--- src/rtl/alu_nibble_sequencer_if.sv ---
// alu_nibble_sequencer_if: command, response and nibble-ALU buses of the sequencer
interface alu_nibble_sequencer_if #(parameter int NIBBLES = 4);
   localparam int W = 4 * NIBBLES;
   logic         cmd_valid;
   logic         cmd_ready;
   logic [3:0]   cmd_s;
   logic         cmd_m;
   logic         cmd_cin_n;
   logic [W-1:0] cmd_a;
   logic [W-1:0] cmd_b;
   logic [3:0]   alu_a;
   logic [3:0]   alu_b;
   logic [3:0]   alu_s;
   logic         alu_m;
   logic         alu_ci_n;
   logic [3:0]   alu_y;
   logic         alu_co_n;
   logic         alu_aeqb;
   logic         rsp_valid;
   logic         rsp_ready;
   logic [W-1:0] rsp_y;
   logic         rsp_cout_n;
   logic         rsp_aeqb;
   logic         rsp_zero;
   modport master (
      output cmd_valid, cmd_s, cmd_m, cmd_cin_n, cmd_a, cmd_b, rsp_ready,
             alu_y, alu_co_n, alu_aeqb,
      input  cmd_ready, alu_a, alu_b, alu_s, alu_m, alu_ci_n,
             rsp_valid, rsp_y, rsp_cout_n, rsp_aeqb, rsp_zero
   );
   modport slave (
      input  cmd_valid, cmd_s, cmd_m, cmd_cin_n, cmd_a, cmd_b, rsp_ready,
             alu_y, alu_co_n, alu_aeqb,
      output cmd_ready, alu_a, alu_b, alu_s, alu_m, alu_ci_n,
             rsp_valid, rsp_y, rsp_cout_n, rsp_aeqb, rsp_zero
   );
endinterface

--- src/rtl/alu_nibble_sequencer.sv ---
// alu_nibble_sequencer: drives a 4-bit 74181-style ALU one nibble per cycle, LSB first, chaining carry
module alu_nibble_sequencer #(
   parameter int NIBBLES = 4
) (
   input logic clk,
   input logic reset,
   alu_nibble_sequencer_if.slave bus
);
   localparam int W = 4 * NIBBLES;
   typedef enum logic [1:0] {IDLE, RUN, DONE} state_t;
   state_t       state;
   logic [2:0]   idx;
   logic [W-1:0] a_q;
   logic [W-1:0] b_q;
   logic [W-1:0] y_q;
   logic         cout_q;
   logic         aeqb_q;
   logic         cmd_ready_q;
   logic         rsp_valid_q;
   logic [3:0]   alu_a_q;
   logic [3:0]   alu_b_q;
   logic [3:0]   alu_s_q;
   logic         alu_m_q;
   logic         alu_ci_n_q;
   logic         last;
   assign last = idx == 3'(NIBBLES - 1);
   // Operand registers shift right so the next nibble is always at the bottom
   always_ff @(posedge clk) begin
      if (reset) begin
         state       <= IDLE;
         idx         <= '0;
         a_q         <= '0;
         b_q         <= '0;
         y_q         <= '0;
         cout_q      <= 1'b1;
         aeqb_q      <= 1'b0;
         cmd_ready_q <= 1'b1;
         rsp_valid_q <= 1'b0;
         alu_a_q     <= '0;
         alu_b_q     <= '0;
         alu_s_q     <= '0;
         alu_m_q     <= 1'b0;
         alu_ci_n_q  <= 1'b1;
      end else begin
         case (state)
            IDLE: if (bus.cmd_valid) begin
               state       <= RUN;
               cmd_ready_q <= 1'b0;
               idx         <= '0;
               y_q         <= '0;
               aeqb_q      <= 1'b1;
               a_q         <= bus.cmd_a >> 4;
               b_q         <= bus.cmd_b >> 4;
               alu_a_q     <= bus.cmd_a[3:0];
               alu_b_q     <= bus.cmd_b[3:0];
               alu_s_q     <= bus.cmd_s;
               alu_m_q     <= bus.cmd_m;
               alu_ci_n_q  <= bus.cmd_cin_n;
            end
            RUN: begin
               y_q[4*idx +: 4] <= bus.alu_y;
               aeqb_q      <= aeqb_q & bus.alu_aeqb;
               cout_q      <= bus.alu_co_n;
               idx         <= idx + 3'd1;
               a_q         <= a_q >> 4;
               b_q         <= b_q >> 4;
               state       <= last ? DONE : RUN;
               rsp_valid_q <= last;
               alu_a_q     <= last ? 4'd0 : a_q[3:0];
               alu_b_q     <= last ? 4'd0 : b_q[3:0];
               alu_s_q     <= last ? 4'd0 : alu_s_q;
               alu_m_q     <= last ? 1'b0 : alu_m_q;
               alu_ci_n_q  <= last ? 1'b1 : bus.alu_co_n;
            end
            DONE: if (bus.rsp_ready) begin
               state       <= IDLE;
               rsp_valid_q <= 1'b0;
               cmd_ready_q <= 1'b1;
            end
            default: state <= IDLE;
         endcase
      end
   end
   assign bus.cmd_ready  = cmd_ready_q;
   assign bus.rsp_valid  = rsp_valid_q;
   assign bus.rsp_y      = y_q;
   assign bus.rsp_cout_n = cout_q;
   assign bus.rsp_aeqb   = aeqb_q;
   assign bus.rsp_zero   = ~|y_q;
   assign bus.alu_a      = alu_a_q;
   assign bus.alu_b      = alu_b_q;
   assign bus.alu_s      = alu_s_q;
   assign bus.alu_m      = alu_m_q;
   assign bus.alu_ci_n   = alu_ci_n_q;
endmodule

--- src/flat_wrapper.sv ---
// flat-port wrapper written by rule: the top's interface ports become plain ports
module alu_nibble_sequencer_flat 
#(
   parameter int NIBBLES = 4
)
  (clk, reset, bus_cmd_valid, bus_cmd_s, bus_cmd_m, bus_cmd_cin_n, bus_cmd_a, bus_cmd_b, bus_rsp_ready, bus_alu_y, bus_alu_co_n, bus_alu_aeqb, bus_cmd_ready, bus_alu_a, bus_alu_b, bus_alu_s, bus_alu_m, bus_alu_ci_n, bus_rsp_valid, bus_rsp_y, bus_rsp_cout_n, bus_rsp_aeqb, bus_rsp_zero);
  alu_nibble_sequencer_if #(.NIBBLES(NIBBLES)) bus_i ();
  input logic clk;
  input logic reset;
  input wire logic [$bits(bus_i.cmd_valid)-1:0] bus_cmd_valid;
  input wire logic [$bits(bus_i.cmd_s)-1:0] bus_cmd_s;
  input wire logic [$bits(bus_i.cmd_m)-1:0] bus_cmd_m;
  input wire logic [$bits(bus_i.cmd_cin_n)-1:0] bus_cmd_cin_n;
  input wire logic [$bits(bus_i.cmd_a)-1:0] bus_cmd_a;
  input wire logic [$bits(bus_i.cmd_b)-1:0] bus_cmd_b;
  input wire logic [$bits(bus_i.rsp_ready)-1:0] bus_rsp_ready;
  input wire logic [$bits(bus_i.alu_y)-1:0] bus_alu_y;
  input wire logic [$bits(bus_i.alu_co_n)-1:0] bus_alu_co_n;
  input wire logic [$bits(bus_i.alu_aeqb)-1:0] bus_alu_aeqb;
  output wire logic [$bits(bus_i.cmd_ready)-1:0] bus_cmd_ready;
  output wire logic [$bits(bus_i.alu_a)-1:0] bus_alu_a;
  output wire logic [$bits(bus_i.alu_b)-1:0] bus_alu_b;
  output wire logic [$bits(bus_i.alu_s)-1:0] bus_alu_s;
  output wire logic [$bits(bus_i.alu_m)-1:0] bus_alu_m;
  output wire logic [$bits(bus_i.alu_ci_n)-1:0] bus_alu_ci_n;
  output wire logic [$bits(bus_i.rsp_valid)-1:0] bus_rsp_valid;
  output wire logic [$bits(bus_i.rsp_y)-1:0] bus_rsp_y;
  output wire logic [$bits(bus_i.rsp_cout_n)-1:0] bus_rsp_cout_n;
  output wire logic [$bits(bus_i.rsp_aeqb)-1:0] bus_rsp_aeqb;
  output wire logic [$bits(bus_i.rsp_zero)-1:0] bus_rsp_zero;
  assign bus_i.cmd_valid = bus_cmd_valid;
  assign bus_i.cmd_s = bus_cmd_s;
  assign bus_i.cmd_m = bus_cmd_m;
  assign bus_i.cmd_cin_n = bus_cmd_cin_n;
  assign bus_i.cmd_a = bus_cmd_a;
  assign bus_i.cmd_b = bus_cmd_b;
  assign bus_i.rsp_ready = bus_rsp_ready;
  assign bus_i.alu_y = bus_alu_y;
  assign bus_i.alu_co_n = bus_alu_co_n;
  assign bus_i.alu_aeqb = bus_alu_aeqb;
  assign bus_cmd_ready = bus_i.cmd_ready;
  assign bus_alu_a = bus_i.alu_a;
  assign bus_alu_b = bus_i.alu_b;
  assign bus_alu_s = bus_i.alu_s;
  assign bus_alu_m = bus_i.alu_m;
  assign bus_alu_ci_n = bus_i.alu_ci_n;
  assign bus_rsp_valid = bus_i.rsp_valid;
  assign bus_rsp_y = bus_i.rsp_y;
  assign bus_rsp_cout_n = bus_i.rsp_cout_n;
  assign bus_rsp_aeqb = bus_i.rsp_aeqb;
  assign bus_rsp_zero = bus_i.rsp_zero;
  alu_nibble_sequencer #(.NIBBLES(NIBBLES)) u_core (.clk(clk), .reset(reset), .bus(bus_i));
endmodule
--- config.mk ---
export PLATFORM = sky130hd
export DESIGN_NAME = alu_nibble_sequencer_flat
export DESIGN_NICKNAME = d
export VERILOG_FILES = /design/src/rtl/alu_nibble_sequencer_if.sv /design/src/rtl/alu_nibble_sequencer.sv /design/src/flat_wrapper.sv
export SDC_FILE = /design/constraint.sdc
export NUM_CORES = 1
export LEC_CHECK = 0
export CORE_MARGIN = 3
export CORE_UTILIZATION = 45
export CTS_CLUSTER_DIAMETER = 120
export DETAILED_ROUTE_END_ITERATION = 6
export PLACE_DENSITY = 0.78
export REMOVE_ABC_BUFFERS = 1
export SETUP_SLACK_MARGIN = 0.1
export SLEW_MARGIN = 20
export SYNTH_ARGS = -nofsm -noshare
export SYNTH_HDL_FRONTEND = slang
export SYNTH_SLANG_ARGS = --single-unit
--- constraint.sdc ---
create_clock -name clk -period 3.9 [get_ports clk]
set_input_delay 0.78 -clock clk [delete_from_list [all_inputs] [get_ports clk]]
set_output_delay 0.78 -clock clk [all_outputs]
set_load 0.01 [all_outputs]
==> reports/qor.txt <==
Status -> finished clean
Tot GR Track Use -> 0.208
Post-Syn Instances -> 320
Clock share of power -> 0.379
WL final -> 7350 microns
Ant. Diodes -> 0
Leading area contributor after synthesis -> dfxtp_1
IO Port Bufs -> 82
RSZ-0062 raised after global routing -> false
Slew headroom -> 0.384
Root Buffer Master -> clkbuf_8
Synth top cells by count -> dfxtp_1, nand2_1, nor2_1
I/O Pins -> 83
Largest net degree at the start of global routing -> 41
CP endpoint kind -> primary output
Combinational group share of total power -> 0.160
Detailed placement HPWL -> 5050 microns
Switching share of total power -> 0.249
Initial antenna violation count -> 0
CORE AREA -> 0.00571 sq mm
Mapped Area -> 0.00276 sq mm
Fin area -> 0.00382 sq mm
Starting Density -> 0.483
DR DRC count -> 0
Hold endpoint -> u_core.bus.rsp_cout_n
Die X -> 84.2 microns
Via count -> 2613
Register-to-register setup slack -> 1410 ps
HP Start -> u_core.bus.rsp_cout_n
Max Freq -> 0.387 GHz
Syn. warnings -> 0
Max-Cap Viols -> 0
WL/cell -> 15.7 microns
Clk_skew -> 5.48 ps
Die height -> 84.2 microns
Hold crit path type -> reg2reg
Vias per cell -> 5.57
Worst r2r src -> u_core.idx[0]
Post-layout min period -> 2590 ps
Clock net sink count -> 63
Seq pwr share -> 0.461
TNS Setup -> 0 ps
Nets -> 446
Final Wtd Congestion -> 0.811
Main flop type after synthesis -> dfxtp_1
Register area share after synthesis -> 0.458
Crit path kind -> reg2out
Top-area cell type share of the netlist area -> 0.458
Cts bufs inserted -> 9
Setup Buffers After CTS -> 0
Initial drt markers -> 109
Switching pwr -> 385 uW
Most common cell in the synthesized netlist -> dfxtp_1
Crit path launch type -> register
CP max FO -> 3
CTS tree -> built
Peak VDD IR -> 278 uV
Clk buf depth -> 2
Worst Tran Pin Value -> 923 ps
Die area -> 0.00710 sq mm
R2R Path End -> u_core.bus.rsp_y[0]
Htree depth -> 3
Synth unique cells -> 41
Post-route antenna net violation count -> 0
CP arrival -> 1810 ps
Worst EP required -> 3120 ps
Drt first pass iters -> 4
Internal power -> 1160 uW
Asr flop ratio synth -> 0
Rows -> 27
Syn avg cell area -> 8.61 sq um
First-pass GRT wire length -> 12200 microns
Gates resized, CTS repair -> 0
Final Cycle Share -> 0.663
# setup viols final -> 0
Syn-to-layout area delta -> 38.6%
Hold Vio Cnt, Final -> 0
Pwr dens -> 405 mW/mm^2
FILL cells -> 477
Hold-critical path depth -> 2
Number of synthesized flops with an enable pin -> 0
Reg2Reg Depth -> 6
Clk_lat worst skew -> 330 ps
Layout cell share with drive strength beyond 1 -> 0.0932
FF+latch count, synth -> 63
CTS clk-pin slew, worst paths -> 70 ps
Leakage -> 0.00142 uW
Hold-fix buffers at CTS -> 0
Final Max Tran Viols -> 0
Placed cell area -> 0.00361 sq mm
Overflow after GRT -> 0
Top post-synthesis cells by area -> dfxtp_1, nand2_1, a311oi_1
Vias in the first global route -> 2529
==> worst max path at each step <==
stage | slack (ps) | start | end | cells after the start
finish | 1310 | u_core.bus.rsp_y[7] | bus_rsp_zero | 3
global route | 1170 | u_core.bus.rsp_y[7] | bus_rsp_zero | 3
CTS | 1280 | u_core.bus.rsp_y[7] | bus_rsp_zero | 3
detailed placement | 1130 | bus_cmd_valid | u_core.a_q[7] | 4
global placement | 1220 | bus_cmd_valid | u_core.b_q[2] | 4
floorplan | 1600 | u_core.idx[0] | u_core.bus.rsp_y[0] | 6
==> cell families (layout without fill, tap and decap cells) <==
logic type	after synthesis	after routing	synth area share
simple gates	133	133	0.231
compound gates	82	82	0.225
flops	63	63	0.458
buf+inv	33	110	0.0468
fa+ha+maj	6	6	0.0272
mux	3	3	0.0127
==> flip-flops by register name, summed over array words and instances (netlist names), 2 cells and up <==
signal / count
u_core.state: 2
u_core.idx: 3
u_core.bus.alu_a: 4
u_core.a_q: 12
u_core.bus.alu_s: 4
u_core.b_q: 12
u_core.bus.rsp_y: 16
u_core.bus.alu_b: 4
==> critical path: stages (launching register included) <==
cell and delay [ps]:
dfxtp_1 340, nor4_1 360, and4_1 240, clkdlybuf4s50_1 530
==> routing by layer <==
layer,vias up,global-route usage,wire (microns)
li1,1305,-,-
met1,1230,0.268,3260
met2,70,0.352,3650
met3,8,0.0569,351
met4,0,0.0439,89
met5,-,0,0
==> per-stage QoR <==
stage	hold WS (ps)	util	power (uW)	worst slack, ps	cells
finish	468	0.669	1550	1310	469
global route	492	0.669	1610	1170	469
detailed placement	461	0.632	973	1130	453
floorplan	449	-	839	1600	293
global placement	454	0.632	968	1220	453
CTS	473	0.669	1560	1280	469
==> power groups by stage <==
stage	Clock, uW	Sequential (uW)	Combinational (uW)
2_1_floorplan	0	728	111
3_3_place_gp	0	726	241
3_5_place_dp	0	726	247
4_1_cts	595	712	248
5_1_grt	619	718	271
6_report	586	713	248
==> layout make-up <==
type,count,area (sq um),area share
Clock buffer,13,169,0.0442
Tap cell,72,90.1,0.0236
Sequential cell,63,1260,0.330
Timing Repair Buffer,88,866,0.227
Multi-Input combinational cell,224,1370,0.359
Clock inverter,3,40.0,0.0105
Inverter,6,22.5,0.00590
==> layout by cell type, fill, tap and decap left out, types with 6 or more instances in the layout <==
| cell | count |
|---|---|
| nand3_1 | 7 |
| nand2_1 | 58 |
| clkbuf_8 | 12 |
| buf_4 | 6 |
| o22ai_1 | 8 |
| a21oi_1 | 14 |
| inv_1 | 6 |
| a311oi_1 | 16 |
| dfxtp_1 | 62 |
| ha_1 | 6 |
| o21ai_0 | 9 |
| nor2_1 | 31 |
| o221a_2 | 8 |
| a22oi_1 | 9 |
| clkdlybuf4s50_1 | 82 |
| nor4_1 | 6 |
| nor2b_1 | 10 |
| o2bb2ai_1 | 8 |
No activity file was read; power rests on OpenSTA's default activity.
